$ cat config.mk
export PLATFORM = sky130hd
export DESIGN_NAME = serial_magnitude_comparator_flat
export DESIGN_NICKNAME = d
export VERILOG_FILES = /design/src/rtl/serial_magnitude_comparator_if.sv /design/src/rtl/serial_magnitude_comparator.sv /design/src/flat_wrapper.sv
export SDC_FILE = /design/constraint.sdc
export NUM_CORES = 1
export LEC_CHECK = 0
export BUFFER_PORTS_ARGS = -buffer_cell sky130_fd_sc_hd__buf_2
export CORE_MARGIN = 4
export CORE_UTILIZATION = 50
export CTS_BUF_LIST = sky130_fd_sc_hd__clkbuf_8
export CTS_CLUSTER_DIAMETER = 100
export DETAILED_ROUTE_END_ITERATION = 10
export PLACE_DENSITY = 0.71
export SETUP_SLACK_MARGIN = 0.15
export SLEW_MARGIN = 20
export SYNTH_ARGS = -nofsm -noshare
export SYNTH_HDL_FRONTEND = slang
export SYNTH_SLANG_ARGS = --single-unit
$ cat constraint.sdc
create_clock -name clk -period 7.3 [get_ports clk]
set_input_delay 0 -clock clk [delete_from_list [all_inputs] [get_ports clk]]
set_output_delay 0 -clock clk [all_outputs]
set_load 0.02 [all_outputs]
$ cat src/rtl/serial_magnitude_comparator_if.sv
// Request/result bundle between a comparison requester and serial_magnitude_comparator.
interface serial_magnitude_comparator_if #(
   parameter int unsigned WIDTH = 20
);
   logic             start;
   logic [WIDTH-1:0] A;
   logic [WIDTH-1:0] B;
   logic             sgn;
   logic             busy;
   logic             valid;
   logic             Lt;
   logic             Gt;
   logic             Eq;

   modport master (
      output start, A, B, sgn,
      input  busy, valid, Lt, Gt, Eq
   );

   modport slave (
      input  start, A, B, sgn,
      output busy, valid, Lt, Gt, Eq
   );
endinterface

$ cat src/rtl/serial_magnitude_comparator.sv
// Digit-serial magnitude comparator: one DIGIT-wide slice per cycle, MSB slice first.
// Optional build macro SERIAL_CMP_EARLY_EXIT_EN finishes on the first differing slice.
module serial_magnitude_comparator #(
   parameter int unsigned WIDTH = 20,
   parameter int unsigned DIGIT = 4
) (
   input logic                          clk,
   input logic                          rst_n,
   serial_magnitude_comparator_if.slave bus
);
   localparam int unsigned NDIG = WIDTH / DIGIT;
   localparam int unsigned IW   = (NDIG > 1) ? $clog2(NDIG) : 1;

   generate
      if ((WIDTH % DIGIT) != 0) begin : g_bad_cfg
         $error("serial_magnitude_comparator: WIDTH must be a multiple of DIGIT");
      end
   endgenerate

   typedef enum logic [0:0] {
      ST_IDLE = 1'b0,
      ST_CMP  = 1'b1
   } state_t;

   state_t           r_state, w_state;
   logic [IW-1:0]    r_idx, w_idx;
   logic [WIDTH-1:0] r_a, w_a;
   logic [WIDTH-1:0] r_b, w_b;
   logic             r_sgn, w_sgn;
   logic             r_lt, w_lt;
   logic             r_gt, w_gt;
   logic             r_eq, w_eq;
   logic             r_busy, w_busy;
   logic             r_valid, w_valid;
   logic             r_o_lt, w_o_lt;
   logic             r_o_gt, w_o_gt;
   logic             r_o_eq, w_o_eq;

   logic [DIGIT-1:0] w_sa, w_sb;
   logic             w_dlt, w_dgt, w_deq;
   logic             w_last, w_done;

   // Current slice, with the sign bit flipped on the top slice for signed compares
   always_comb begin
      w_sa = DIGIT'(r_a >> (32'(r_idx) * DIGIT));
      w_sb = DIGIT'(r_b >> (32'(r_idx) * DIGIT));
      if (r_sgn && (r_idx == IW'(NDIG - 1))) begin
         w_sa[DIGIT-1] = ~w_sa[DIGIT-1];
         w_sb[DIGIT-1] = ~w_sb[DIGIT-1];
      end
   end

   // Accumulator: only the first differing slice decides the result
   always_comb begin
      w_dlt = r_lt;
      w_dgt = r_gt;
      w_deq = r_eq;
      if (r_eq && (w_sa != w_sb)) begin
         w_dlt = (w_sa < w_sb);
         w_dgt = (w_sa > w_sb);
         w_deq = 1'b0;
      end
   end

   assign w_last = (r_idx == '0);
`ifdef SERIAL_CMP_EARLY_EXIT_EN
   assign w_done = w_last || !w_deq;
`else
   assign w_done = w_last;
`endif

   // Next-state and registered-output logic
   always_comb begin
      w_state = r_state;
      w_idx   = r_idx;
      w_a     = r_a;
      w_b     = r_b;
      w_sgn   = r_sgn;
      w_lt    = r_lt;
      w_gt    = r_gt;
      w_eq    = r_eq;
      w_busy  = r_busy;
      w_valid = 1'b0;
      w_o_lt  = r_o_lt;
      w_o_gt  = r_o_gt;
      w_o_eq  = r_o_eq;
      case (r_state)
         ST_IDLE: begin
            if (bus.start) begin
               w_state = ST_CMP;
               w_idx   = IW'(NDIG - 1);
               w_a     = bus.A;
               w_b     = bus.B;
               w_sgn   = bus.sgn;
               w_lt    = 1'b0;
               w_gt    = 1'b0;
               w_eq    = 1'b1;
               w_busy  = 1'b1;
            end
         end
         ST_CMP: begin
            w_lt = w_dlt;
            w_gt = w_dgt;
            w_eq = w_deq;
            if (w_done) begin
               w_state = ST_IDLE;
               w_busy  = 1'b0;
               w_valid = 1'b1;
               w_o_lt  = w_dlt;
               w_o_gt  = w_dgt;
               w_o_eq  = w_deq;
            end else begin
               w_idx = r_idx - IW'(1);
            end
         end
         default: begin
            w_state = ST_IDLE;
            w_busy  = 1'b0;
         end
      endcase
   end

   always_ff @(posedge clk or negedge rst_n) begin
      if (!rst_n) begin
         r_state <= ST_IDLE;
         r_idx   <= '0;
         r_a     <= '0;
         r_b     <= '0;
         r_sgn   <= 1'b0;
         r_lt    <= 1'b0;
         r_gt    <= 1'b0;
         r_eq    <= 1'b0;
         r_busy  <= 1'b0;
         r_valid <= 1'b0;
         r_o_lt  <= 1'b0;
         r_o_gt  <= 1'b0;
         r_o_eq  <= 1'b0;
      end else begin
         r_state <= w_state;
         r_idx   <= w_idx;
         r_a     <= w_a;
         r_b     <= w_b;
         r_sgn   <= w_sgn;
         r_lt    <= w_lt;
         r_gt    <= w_gt;
         r_eq    <= w_eq;
         r_busy  <= w_busy;
         r_valid <= w_valid;
         r_o_lt  <= w_o_lt;
         r_o_gt  <= w_o_gt;
         r_o_eq  <= w_o_eq;
      end
   end

   assign bus.busy  = r_busy;
   assign bus.valid = r_valid;
   assign bus.Lt    = r_o_lt;
   assign bus.Gt    = r_o_gt;
   assign bus.Eq    = r_o_eq;
endmodule
$ cat src/flat_wrapper.sv
// flat-port wrapper written by rule: the top's interface ports become plain ports
module serial_magnitude_comparator_flat 
#(
   parameter int unsigned WIDTH = 20,
   parameter int unsigned DIGIT = 4
)
  (clk, rst_n, bus_start, bus_A, bus_B, bus_sgn, bus_busy, bus_valid, bus_Lt, bus_Gt, bus_Eq);
  serial_magnitude_comparator_if #(.WIDTH(WIDTH)) bus_i ();
  input logic clk;
  input logic rst_n;
  input wire logic [$bits(bus_i.start)-1:0] bus_start;
  input wire logic [$bits(bus_i.A)-1:0] bus_A;
  input wire logic [$bits(bus_i.B)-1:0] bus_B;
  input wire logic [$bits(bus_i.sgn)-1:0] bus_sgn;
  output wire logic [$bits(bus_i.busy)-1:0] bus_busy;
  output wire logic [$bits(bus_i.valid)-1:0] bus_valid;
  output wire logic [$bits(bus_i.Lt)-1:0] bus_Lt;
  output wire logic [$bits(bus_i.Gt)-1:0] bus_Gt;
  output wire logic [$bits(bus_i.Eq)-1:0] bus_Eq;
  assign bus_i.start = bus_start;
  assign bus_i.A = bus_A;
  assign bus_i.B = bus_B;
  assign bus_i.sgn = bus_sgn;
  assign bus_busy = bus_i.busy;
  assign bus_valid = bus_i.valid;
  assign bus_Lt = bus_i.Lt;
  assign bus_Gt = bus_i.Gt;
  assign bus_Eq = bus_i.Eq;
  serial_magnitude_comparator #(.WIDTH(WIDTH), .DIGIT(DIGIT)) u_core (.clk(clk), .rst_n(rst_n), .bus(bus_i));
endmodule
* Word-level counts from Yosys, hierarchy flattened
Cells that the tools add are included.
Cells by class: add/subtract/negate cells 1, multiply operators 0, div/mod/pow operators 0, order comparisons 2, equality and inequality tests 5, shifts and indexed selects 2, mux-type cells 20, bitwise gates (word level) 3, reductions and logical operators 7
Operator list (count):
- right shift 20 x 5 -> 4 bit | 2
- 2-to-1 mux 1 bit | 12
- case mux 1 bit (2 select lines) | 5
- AND reduction 2 bit | 4
- 2-to-1 mux 3 bit | 2
- != test 2 bit, second input constant | 3
- case mux 3 bit (2 select lines) | 1
- > comparator 4 bit | 1
- < comparator 4 bit | 1
- != test 4 bit | 1
- equality test 3 bit, second input constant | 1
- zero test 3 bit | 1
- NOT 1 bit | 3
- subtractor 3 x 1 -> 3 bit, second input constant | 1
- logical AND 1 bit | 2
Word-level totals: flip-flop bits (word level) 53, latch bits 0, bits in writable memories 0, ROM bits 0, input port bits 44, output and inout port bits 5, logic and storage cells 53, memories 0

* Depth between registers and ports, before layout
Gate-level depths: netlist of run 1.
depth after elaboration 7, depth in mapped cells 12, mapped depth without buffers 11

* Worst setup path after synthesis of run 1
No wires, ideal clock.
path type reg2reg, from register u_core.r_idx[0], to register u_core.r_o_gt (netlist: u_core.bus.Gt), data arrival time 2.276 ns, slack 4.890 ns, cell stages (with the launch flop) 9, buffers on the path 1, period minus slack after synthesis 2.410 ns, cells stage by stage dfrtp_1 buf_6 mux4_2 a22o_1 ha_1 nor2b_4 o211a_1 a2111oi_4 o31ai_1
On the way: cells in the longest elaborated chain, start to end 6
Ends and longest elaborated chain:
- from (decl) | line serial_magnitude_comparator.sv:26 | logic [IW-1:0] r_idx, w_idx;
- from (signal assigned) | line serial_magnitude_comparator.sv:140 | r_idx <= w_idx;
- branches (longest 6 deep; another with > comparator 4 bit)
- to (signal assigned) | line serial_magnitude_comparator.sv:150 | r_o_gt <= w_o_gt;
- to (decl) | line serial_magnitude_comparator.sv:36 | logic r_o_gt, w_o_gt;
Parallel ways; which one is timed is not known. A chain may end at the register's enable or synchronous reset.

* Final worst setup path of run 1
Ends and elaborated chain as after synthesis.

==> impl_results.rst, run 1 <==
.. list-table::
   :header-rows: 1

   * - Metric
     - Value
   * - Total vias in the final route
     - 1729
   * - Run status
     - completed
   * - Post-synth EDFFs
     - 0
   * - CTS tree
     - done
   * - Number of global-route vias before repair
     - 1786
   * - Post-Layout Inst Area
     - approximately 3300 µm²
   * - CP Launch Type
     - flop
   * - WP data required
     - approximately 7500 ps
   * - Highest metal layer with signal wires
     - met4
   * - Warnings, synthesis
     - 0
   * - Total of endpoints with negative setup slack in the final report
     - 0
   * - Syn Nets
     - approximately 230
   * - Wire length on met2
     - approximately 2700 µm
   * - Worst hold path type
     - in2async
   * - CP max stage delay
     - between 700 and 800 ps
   * - Area of the mapped netlist
     - ~2500 µm²
   * - CP endpoint kind
     - flop
   * - Share of flip-flops with an asynchronous set or reset
     - 1.00
   * - Crit path kind
     - reg2reg
   * - Worst vdd rail ir drop
     - 0.213 mV
   * - Area occupied by registers
     - roughly 1300 µm²
   * - Nets@finish
     - between 300 and 400
   * - Overall track demand over capacity in global routing
     - 0.182
   * - Number of antenna repair diodes
     - 0
   * - Met3 routed WL
     - roughly 220 µm
   * - Synth Area per Inst
     - roughly 14 µm²
   * - Multi-input gate area
     - between 1000 and 1500 µm²
   * - Max_slew headroom
     - 0.562
   * - Clock period minus final worst setup slack
     - 2990 ps
   * - Number of buffers created by CTS
     - 5
   * - Final routed DRC violation total
     - 0
   * - Total core area
     - 4790 µm²
   * - Post-route clock skew
     - between 4 and 5 ps
   * - Port Buf Inserts
     - 48
   * - Count of routing violations after the opening detailed-route iteration
     - 46
   * - Starting density of the core
     - 0.521
   * - Gr ovfl total
     - 0
   * - Total routed wirelength
     - 5190 µm
   * - Slowest-stage cell, CP
     - sky130_fd_sc_hd__dfrtp_1
   * - Final-report max-slew violation count
     - 0
   * - Horiz. Die Dim
     - around 79 µm
   * - H-Tree Level Count
     - 2
   * - Site row count
     - 25
   * - Synth cell types
     - 31
   * - Initial antenna violation count
     - 0
   * - Max-cap violation count
     - 0
   * - Post-synthesis instance total
     - between 150 and 200
   * - Most area-hungry cell type in the Yosys netlist
     - sky130_fd_sc_hd__dfrtp_1
   * - Share of layout cells above drive strength 1
     - 0.409
   * - Area contributors post-synth
     - sky130_fd_sc_hd__dfrtp_1 53%, sky130_fd_sc_hd__mux2_2 19%, sky130_fd_sc_hd__mux4_2 7.2%
   * - Count of filler cells inserted in the layout
     - approximately 350
   * - Seq cells post-synth
     - 53
   * - Detailed placement HPWL
     - 3390 µm
   * - Area delta synth->final
     - 32.5%
   * - Critical path cell sequence
     - inv_1, ha_1, nand2_1, nand3_1, nand3_1, o21ai_0, ha_1, nand4_1, nand2_1, a2111oi_4, o31ai_1
   * - Unrepaired setup endpoints after global routing
     - no
   * - CTS clock-pin slew for the worst setup and hold paths
     - approximately 80 ps
   * - Routed len/inst
     - 15.5 µm
   * - Largest net degree at the start of global routing
     - 54
   * - Setup tns final
     - 0 ps
   * - Post-synth top cells
     - 53 x sky130_fd_sc_hd__dfrtp_1, 41 x sky130_fd_sc_hd__mux2_2, 9 x sky130_fd_sc_hd__nand2_1
   * - Number of setup buffers added after CTS
     - 0
   * - Highest Clock Rate
     - between 0.3 and 0.4 GHz
   * - Insertion delay of the later-clocked pin in the worst-skew pair
     - 300 ps
   * - Hold violation total from the final report
     - 0
   * - Period utilization
     - 0.410
   * - Met1 Wirelength
     - ~2200 µm
   * - Number of top-level design ports
     - 49
   * - Maximum buffer depth of the clock tree
     - 2
   * - Root buf cell
     - sky130_fd_sc_hd__clkbuf_8
   * - Final Wtd Congestion
     - 0.827
   * - Crit path arrival time
     - 3170 ps
   * - Ratio of routed vias to standard cells
     - 5.15
   * - Crit-path max FO
     - 10
   * - Proportion of netlist area held by the largest area contributor
     - 0.532
   * - Pin slew with the least headroom to its limit
     - 657 ps
   * - Static leakage
     - between 1.5 and 2 nW
   * - Most numerous cell in the Yosys netlist
     - sky130_fd_sc_hd__dfrtp_1
   * - Die footprint
     - between 6000 and 7000 µm²
   * - Router iterations before antenna repair
     - 4
   * - Remaining number of nets flagged by the antenna check after routing
     - 0
   * - Global-route wire length before repair
     - 8620 µm
   * - Proportion of synthesized chip area in sequential cells
     - 0.532
   * - Die height
     - 78.6 µm
   * - DP Area
     - about 2800 µm²
   * - Dominant register cell in the synthesized netlist
     - sky130_fd_sc_hd__dfrtp_1
   * - Sinks on the clock net
     - between 50 and 60
   * - Power density over the cells
     - roughly 400 nW/µm²
-- cell families (layout without fill, tap and decap cells) --
logic type,count (synthesis),in the layout,synth area share
buffers and inverters,14,107,0.0371
adders and majority gates,6,6,0.0301
and+or+nand+nor,29,29,0.0612
DFF,53,53,0.532
AOI/OAI and AO/OA,23,23,0.0757
muxes,49,49,0.257
xor gates and xnor gates,2,2,0.00702
-- final timing paths --
| path | from | end | slack (ps) | cells after the start |
|---|---|---|---|---|
| min in group clk | bus_B[6] | u_core.r_b[6] | 450 | 3 |
| min | rst_n | u_core.r_a[18] | 350 | 3 |
| max | u_core.r_idx[0] | u_core.bus.Gt | 4310 | 11 |
| min reg2reg | u_core.bus.Gt | u_core.bus.Gt | 490 | 2 |
| max reg2reg | u_core.r_idx[0] | u_core.bus.Gt | 4310 | 11 |
| max in group asynchronous | rst_n | u_core.r_b[18] | 6520 | 3 |
-- layer usage --
layer,GRT usage,up-vias
li1,-,826
met1,0.232,849
met2,0.308,49
met3,0.0321,5
met4,0.0682,0
met5,0,-
-- report_power, final --
group          total [mW]  internal (mW)  switching (mW)
clock               0.165         0.0751          0.0896
combinational       0.602          0.344           0.258
sequential          0.551          0.439           0.112
total                1.32          0.858           0.460
-- worst max-delay path: cells and delay by family, from the launching register on --
kind | cells | cell delay (ps)
flip-flops | 1 | 740
buffers and inverters | 1 | 210
adder cells (fa/ha/maj) | 2 | 660
AND/OR/NAND/NOR | 5 | 660
AO/OA/AOI/OAI | 3 | 610
-- repair_timing --
action / CTS / global route
resized for setup: 0 / 0
hold buffers: 43 / 0
hold endpoints to repair: 95 / 0
-- area by class of cell --
class | instances | share of cell area
Sequential cell | 53 | 0.401
Timing Repair Buffer | 93 | 0.211
Clock buffer | 6 | 0.0250
Multi-Input combinational cell | 109 | 0.327
Inverter | 7 | 0.00795
Clock inverter | 1 | 0.00227
Tap cell | 67 | 0.0254
-- cells in the final DEF (no fill, tap or decap), types with 2 or more instances in the layout --
master,netlist,routed
sky130_fd_sc_hd__a21o_1,2,2
sky130_fd_sc_hd__a21oi_1,2,2
sky130_fd_sc_hd__a22o_1,5,5
sky130_fd_sc_hd__a22oi_1,3,3
sky130_fd_sc_hd__and3_1,2,2
sky130_fd_sc_hd__buf_2,2,48
sky130_fd_sc_hd__clkbuf_8,0,6
sky130_fd_sc_hd__dfrtp_1,53,53
sky130_fd_sc_hd__dlygate4sd3_1,0,43
sky130_fd_sc_hd__ha_1,6,6
sky130_fd_sc_hd__inv_1,6,6
sky130_fd_sc_hd__mux2_2,41,41
sky130_fd_sc_hd__mux4_2,8,8
sky130_fd_sc_hd__nand2_1,9,9
sky130_fd_sc_hd__nand3_1,3,3
sky130_fd_sc_hd__nor2_1,7,7
sky130_fd_sc_hd__o21ai_0,4,4
sky130_fd_sc_hd__o31ai_1,3,3
sky130_fd_sc_hd__xnor2_1,2,2
-- stage by stage --
stage	hold WS (ps)	utilization	setup slack (ps)	total power, mW	instances
global route	411	0.691	4030	1.42	336
global placement	163	0.578	4450	1.11	285
floorplan	-296	-	4890	1.00	176
CTS	372	0.691	4280	1.33	336
detailed placement	162	0.582	4300	1.14	286
finish	352	0.691	4310	1.32	336
-- flip-flops by register name, indices dropped and copies added (netlist names) --
signal            flops
u_core.r_eq           1
u_core.r_state        1
u_core.r_lt           1
u_core.r_sgn          1
u_core.r_b           20
u_core.bus.Gt         1
u_core.bus.valid      1
u_core.r_idx          3
u_core.bus.busy       1
u_core.r_a           20
u_core.r_gt           1
u_core.bus.Eq         1
u_core.bus.Lt         1
Power figures use the tool's default switching activity.
==> run 2, diff against run 1 <==
--- a/config.mk
+++ b/config.mk
@@ -11,7 +11,7 @@
 export CTS_BUF_LIST = sky130_fd_sc_hd__clkbuf_8
 export CTS_CLUSTER_DIAMETER = 100
 export DETAILED_ROUTE_END_ITERATION = 10
-export PLACE_DENSITY = 0.71
+export PLACE_DENSITY = 0.74
 export SETUP_SLACK_MARGIN = 0.15
 export SLEW_MARGIN = 20
 export SYNTH_ARGS = -nofsm -noshare
==> constraint.sdc (replaced) <==
create_clock -name clk -period 2.65 [get_ports clk]
set_input_delay 0 -clock clk [delete_from_list [all_inputs] [get_ports clk]]
set_output_delay 0 -clock clk [all_outputs]
set_load 0.02 [all_outputs]
==> impl_results.rst, run 2 (same netlist as run 1, synthesis figures left out) <==
.. list-table::
   :header-rows: 1

   * - Metric
     - Value
   * - Run status
     - completed
   * - Met1 Wirelength
     - 2300 µm (+2.0%)
   * - Die footprint
     - 6180 µm² (unchanged)
   * - Critical path cell sequence
     - buf_6, mux4_2, a22o_1, ha_1, nor2b_4, o211a_1, a2111oi_4, a211o_1
   * - Detailed placement HPWL
     - 3430 µm (+1.1%)
   * - Global-route wire length before repair
     - 9330 µm (+8.2%)
   * - Gr ovfl total
     - 0 (unchanged)
   * - Max_slew headroom
     - 0.634 (+0.0719)
   * - Final routed DRC violation total
     - 0 (unchanged)
   * - Share of layout cells above drive strength 1
     - 0.443 (+0.0343)
   * - Count of routing violations after the opening detailed-route iteration
     - 80 (+74%)
   * - Regs by FF count
     - u_core.r_a (20), u_core.r_b (20), u_core.r_idx (3)
   * - Power density over the cells
     - 1150 nW/µm² (+190%)
   * - Final-report max-slew violation count
     - 0 (unchanged)
   * - Pin slew with the least headroom to its limit
     - 549 ps (-108 ps)
   * - Area delta synth->final
     - 37.3%
   * - Setup tns final
     - 0 ps (unchanged)
   * - Router iterations before antenna repair
     - 4 (unchanged)
   * - Starting density of the core
     - 0.521 (unchanged)
   * - Total routed wirelength
     - 5620 µm (+8.1%)
   * - Crit path kind
     - reg2reg
   * - CP endpoint kind
     - flop
   * - Period utilization
     - 0.957 (+0.547)
   * - Cell total after placement
     - 292 (+2.1%)
   * - Non-filler instance count after layout
     - 349 (+3.9%)
   * - Sinks on the clock net
     - 53 (unchanged)
   * - Port Buf Inserts
     - 48 (unchanged)
   * - Slowest-stage cell, CP
     - sky130_fd_sc_hd__mux4_2
   * - Post-layout power
     - 3.93 mW (+200%)
   * - CP max stage delay
     - 510 ps (-230 ps)
   * - Number of global-route vias before repair
     - 1934 (+8.3%)
   * - Largest net degree at the start of global routing
     - 39 (-28%)
   * - CTS tree
     - done
   * - Number of buffers created by CTS
     - 5 (unchanged)
   * - Root buf cell
     - sky130_fd_sc_hd__clkbuf_8
   * - Met3 routed WL
     - 199 µm (-7.9%)
   * - Total core area
     - 4790 µm² (unchanged)
   * - Number of top-level design ports
     - 49 (unchanged)
   * - Nets@finish
     - 331 (+3.8%)
   * - Final Wtd Congestion
     - 0.784 (-5.2%)
   * - Hold violation total from the final report
     - 0 (unchanged)
   * - Post-route clock skew
     - 5.77 ps (+1.09 ps)
   * - Number of antenna repair diodes
     - 0 (unchanged)
   * - Worst hold path type
     - in2async
   * - Horiz. Die Dim
     - 78.6 µm (unchanged)
   * - Initial antenna violation count
     - 0 (unchanged)
   * - Multi-input gate area
     - 1090 µm² (+0.69%)
   * - Clock period minus final worst setup slack
     - 2540 ps (-455 ps)
   * - Die height
     - 78.6 µm (unchanged)
   * - Area occupied by registers
     - 1330 µm² (about the same)
   * - CTS clock-pin slew for the worst setup and hold paths
     - 90 ps (about the same)
   * - CP Launch Type
     - flop
   * - Highest metal layer with signal wires
     - met4
   * - Max-cap violation count
     - 0 (unchanged)
   * - Total vias in the final route
     - 1791 (+3.6%)
   * - Unrepaired setup endpoints after global routing
     - yes
   * - Total of endpoints with negative setup slack in the final report
     - 0 (unchanged)
   * - Leading cell type in the layout, fill and taps excluded
     - sky130_fd_sc_hd__dfrtp_1
   * - Top library cells by usage in the layout, fill and taps aside
     - 52 x sky130_fd_sc_hd__dfrtp_1, 48 x sky130_fd_sc_hd__buf_2, 43 x sky130_fd_sc_hd__dlygate4sd3_1, 41 x sky130_fd_sc_hd__mux2_2, 12 x sky130_fd_sc_hd__buf_4
   * - Worst vdd rail ir drop
     - 0.552 mV (+160%)
   * - Maximum buffer depth of the clock tree
     - 2 (unchanged)
   * - H-Tree Level Count
     - 2 (unchanged)
   * - Crit-path max FO
     - 4 (-6)
   * - Routed len/inst
     - 16.1 µm (+4.1%)
   * - Overall track demand over capacity in global routing
     - 0.198 (+0.0162)
   * - Static leakage
     - 1.59 nW (+5.1%)
   * - Site row count
     - 25 (unchanged)
   * - Count of filler cells inserted in the layout
     - 326 (-5.8%)
   * - Crit path arrival time
     - 2770 ps (-400 ps)
   * - WP data required
     - 2890 ps (-4590 ps)
   * - Ratio of routed vias to standard cells
     - 5.13 (-0.27%)
   * - Remaining number of nets flagged by the antenna check after routing
     - 0 (unchanged)
   * - Insertion delay of the later-clocked pin in the worst-skew pair
     - 300 ps (about the same)
   * - Highest Clock Rate
     - 0.394 GHz (+18%)
   * - Wire length on met2
     - 2970 µm (+12%)
[run 2: changes by cell type in the layout (fill, tap and decap cells not counted), sizes merged]
cell,before,now
bufinv,0,1
inv,6,7
clkinvlp,1,0
buf,50,62
[run 2: metal layers]
metal	up-vias	global-route usage
met5	-	0
met2	47	0.337
li1	851	-
met4	0	0.0839
met1	881	0.241
met3	12	0.0436
[run 2: per-stage QoR]
step,instance area [µm²],hold WS [ps],utilization,worst slack [ps]
floorplan,2490,-296,-,240
global placement,2820,25.5,0.589,76.5
detailed placement,2820,23.8,0.589,27.0
CTS,3380,231,0.706,157
global route,3430,252,0.716,18.7
finish,3430,220,0.716,115
[run 2: final timing paths]
check / endpoint / slack (ps) / start / cells after the start
max: u_core.r_lt / 110 / u_core.r_idx[0] / 8
min: u_core.r_b[13] / 220 / rst_n / 2
max reg2reg: u_core.r_lt / 110 / u_core.r_idx[0] / 8
min reg2reg: u_core.bus.Gt / 480 / u_core.bus.Gt / 2
max in group asynchronous: u_core.r_a[18] / 1670 / rst_n / 3
min in group clk: u_core.r_a[13] / 460 / bus_A[13] / 3
[run 2: power breakdown]
| group | internal (mW) | switching [mW] | leakage (nW) |
|---|---|---|---|
| sequential | 1.21 | 0.280 | 0.635 |
| combinational | 1.10 | 0.787 | 0.889 |
| clock | 0.304 | 0.247 | 0.0626 |
| total | 2.61 | 1.31 | 1.59 |
[run 2: final cells by class]
class                           instances  area share
Tap cell                               67      0.0245
Inverter                                7     0.00767
Sequential cell                        53       0.388
Clock buffer                            6      0.0241
Multi-Input combinational cell        109       0.318
Timing Repair Buffer                  105       0.229
Clock inverter                          2     0.00986
[run 2: worst max-delay path, delay by kind of cell (launching register included)]
kind	cells	cell delay (ps)
fa+ha+maj	1	300
compound gates	4	1010
flops	1	390
buf+inv	1	130
simple gates	1	130
mux	1	510
[run 2: timing repair]
| action | 4_1_cts | 5_1_grt |
|---|---|---|
| gates resized for setup | 3 | 2 |
| hold buffers | 43 | 0 |
| endpoints found under the hold margin | 66 | 0 |
| buffers inserted | 1 | 5 |
| pin swaps | 2 | 5 |
| endpoints found under the setup margin | 4 | 4 |
==> run 3, diff against run 2 <==
==> constraint.sdc (replaced) <==
create_clock -name clk -period 2.2 [get_ports clk]
set_input_delay 0 -clock clk [delete_from_list [all_inputs] [get_ports clk]]
set_output_delay 0 -clock clk [all_outputs]
set_load 0.02 [all_outputs]
==> impl_results.rst, run 3 (same netlist as run 1, synthesis figures left out) <==
.. list-table::
   :header-rows: 1

   * - Metric
     - Value
   * - Ratio of routed vias to standard cells
     - 4.97 (-3.1%)
   * - Regs by FF count
     - u_core.r_a (20), u_core.r_b (20), u_core.r_idx (3)
   * - Number of global-route vias before repair
     - 1959 (+1.3%)
   * - Horiz. Die Dim
     - 78.6 µm (unchanged)
   * - Reg2reg path depth
     - 8 (unchanged)
   * - Top library cells by usage in the layout, fill and taps aside
     - 52 x sky130_fd_sc_hd__dfrtp_1, 48 x sky130_fd_sc_hd__buf_2, 43 x sky130_fd_sc_hd__dlygate4sd3_1, 41 x sky130_fd_sc_hd__mux2_2, 16 x sky130_fd_sc_hd__buf_4
   * - Final routed DRC violation total
     - 0 (unchanged)
   * - Hold violation total from the final report
     - 0 (unchanged)
   * - Worst hold path type
     - in2async
   * - Worst setup slack before clock tree synthesis
     - -252 ps (-279 ps)
   * - Post-route clock skew
     - 7.52 ps (+1.75 ps)
   * - Setup slack, reg-to-reg
     - -310 ps (-420 ps)
   * - Switching pwr
     - 1.60 mW (+22%)
   * - Sinks on the clock net
     - 53 (unchanged)
   * - Run status
     - complete, but fails checks
   * - Power density over the cells
     - 1380 nW/µm² (+20%)
   * - Met3 usage
     - 0.0321 (-0.0115)
   * - Total vias in the final route
     - 1750 (-2.3%)
   * - Total core area
     - 4790 µm² (unchanged)
   * - Global-route wire length before repair
     - 9210 µm (-1.3%)
   * - Max_slew headroom
     - 0.558 (-0.0758)
   * - Sw Share
     - 0.332 (-0.00219)
   * - CP Launch Type
     - flop
   * - Violated checks
     - negative setup slack
   * - Gr ovfl total
     - 0 (unchanged)
   * - Post-layout power
     - 4.82 mW (+23%)
   * - Overall track demand over capacity in global routing
     - 0.195 (-0.00287)
   * - Share of power burned in combinational logic
     - 0.502 (+0.023)
   * - Count of filler cells inserted in the layout
     - 331 (+1.5%)
   * - CTS tree
     - done
   * - Site row count
     - 25 (unchanged)
   * - Starting density of the core
     - 0.521 (unchanged)
   * - Unrepaired setup endpoints after global routing
     - yes
   * - Number of antenna repair diodes
     - 0 (unchanged)
   * - Critical path startpoint
     - u_core.r_idx[0]
   * - Leading cell type in the layout, fill and taps excluded
     - sky130_fd_sc_hd__dfrtp_1
   * - WP data required
     - 2370 ps (-520 ps)
   * - Count of routing violations after the opening detailed-route iteration
     - 91 (+14%)
   * - Number of buffers created by CTS
     - 5 (unchanged)
   * - Worst vdd rail ir drop
     - 0.725 mV (+32%)
   * - Largest net degree at the start of global routing
     - 54 (+38%)
   * - Design internal power
     - 3.22 mW (+23%)
   * - Final-report max-slew violation count
     - 0 (unchanged)
   * - Period utilization
     - 1.14 (+0.184)
   * - Remaining number of nets flagged by the antenna check after routing
     - 0 (unchanged)
   * - Nets@finish
     - 335 (+1.2%)
   * - Routed len/inst
     - 15.2 µm (-5.8%)
   * - Pin slew with the least headroom to its limit
     - 663 ps (+114 ps)
   * - Die height
     - 78.6 µm (unchanged)
   * - Worst hold-check slack
     - 349 ps (+129 ps)
   * - Port Buf Inserts
     - 48 (unchanged)
   * - Reg2Reg Capture Point
     - u_core.r_gt
   * - Static leakage
     - 1.60 nW (+1.1%)
   * - Share of layout cells above drive strength 1
     - 0.474 (+0.0304)
   * - Number of top-level design ports
     - 49 (unchanged)
   * - Root buf cell
     - sky130_fd_sc_hd__clkbuf_8
   * - Crit path arrival time
     - 2680 ps (-90 ps)
   * - CP endpoint kind
     - flop
   * - Max-cap violation count
     - 0 (unchanged)
   * - Met2 Track Usage GR
     - 0.346 (+0.00849)
   * - Area delta synth->final
     - 39.8%
   * - Die footprint
     - 6180 µm² (unchanged)
   * - CTS clock-pin slew for the worst setup and hold paths
     - 90 ps (about the same)
   * - Clock period minus final worst setup slack
     - 2510 ps (-26.4 ps)
   * - Detailed placement HPWL
     - 3390 µm (-1.0%)
   * - Insertion delay of the later-clocked pin in the worst-skew pair
     - 300 ps (about the same)
   * - Busiest metal layer after global routing
     - met2
   * - Total routed wirelength
     - 5330 µm (-5.0%)
   * - Final Wtd Congestion
     - 0.809 (+3.2%)
   * - Crit path kind
     - reg2reg
   * - Highest Clock Rate
     - 0.399 GHz (+1.1%)
   * - Initial antenna violation count
     - 0 (unchanged)
   * - Total of endpoints with negative setup slack in the final report
     - 6 (+6)
   * - Proportion of power drawn by flip-flops and latches
     - 0.368 (-0.012)
   * - Capture point of the worst path
     - u_core.r_gt
   * - H-Tree Level Count
     - 2 (unchanged)
   * - Final cell utilization of the core
     - 0.729 (+0.0128)
   * - Setup slack of the critical path after layout
     - -309 ps (-424 ps)
   * - Maximum buffer depth of the clock tree
     - 2 (unchanged)
   * - Reg-to-reg startpoint
     - u_core.r_idx[0]
   * - Share of power burned in the clock network
     - 0.130 (-0.010)
   * - Crit-path max FO
     - 5 (+1)
   * - Met1 layer usage reported by global route
     - 0.246 (+0.00510)
   * - Router iterations before antenna repair
     - 4 (unchanged)
-- run 3: what timing repair did --
action	CTS	global route
gates resized for setup	6	3
endpoints found under the setup margin	6	6
buffers inserted	0	3
hold endpoints to repair	95	0
pin swaps	7	5
hold buffers	43	0
-- run 3: metrics by stage --
stage          area (µm²)  cells  setup TNS (ps)
2_1_floorplan        2520    176            -316
3_3_place_gp         2920    299            -737
3_5_place_dp         2920    299            -906
4_1_cts              3460    349           -1000
5_1_grt              3490    352           -1820
6_report             3490    352           -1220
-- run 3: power groups by stage --
stage                     logic (mW)  clock network (mW)  registers [mW]
after CTS                       2.38               0.647            1.77
after global placement          2.22                   0            1.78
after detailed placement        2.29                   0            1.79
after floorplan                 1.69                   0            1.71
final                           2.42               0.625            1.77
after global routing            2.65               0.686            1.84
-- run 3: routing by layer --
layer,part of all wire,vias to the layer above
li1,-,859
met1,0.43,859
met2,0.54,28
met3,0.028,4
met4,0.0073,0
met5,0,-
-- run 3: critical path, cell delays in order, from the launching register on --
cell and delay (ps):
sky130_fd_sc_hd__dfrtp_1 410, sky130_fd_sc_hd__buf_12 130, sky130_fd_sc_hd__mux4_2 480, sky130_fd_sc_hd__a22o_1 190, sky130_fd_sc_hd__ha_1 290, sky130_fd_sc_hd__nor2b_4 130
sky130_fd_sc_hd__o211a_1 230, sky130_fd_sc_hd__a2111oi_4 390, sky130_fd_sc_hd__o31ai_1 130
-- run 3: worst min path at each step --
stage,from,to,slack (ps)
global placement,rst_n,u_core.r_eq,160
global route,rst_n,u_core.r_a[15],420
CTS,rst_n,u_core.r_a[1],370
finish,rst_n,u_core.r_a[6],350
detailed placement,rst_n,u_core.r_eq,160
floorplan,rst_n,u_core.bus.Eq,-300
-- run 3: area by class of cell --
cell class / instances / area (µm²) / area share
tap: 67 / 83.8 / 0.0240
clock inverter: 2 / 35.0 / 0.0100
multi-input combinational: 109 / 1110 / 0.320
timing repair buffer: 109 / 831 / 0.238
clock buffer: 5 / 68.8 / 0.0197
sequential: 53 / 1330 / 0.381
inverter: 7 / 26.3 / 0.00753
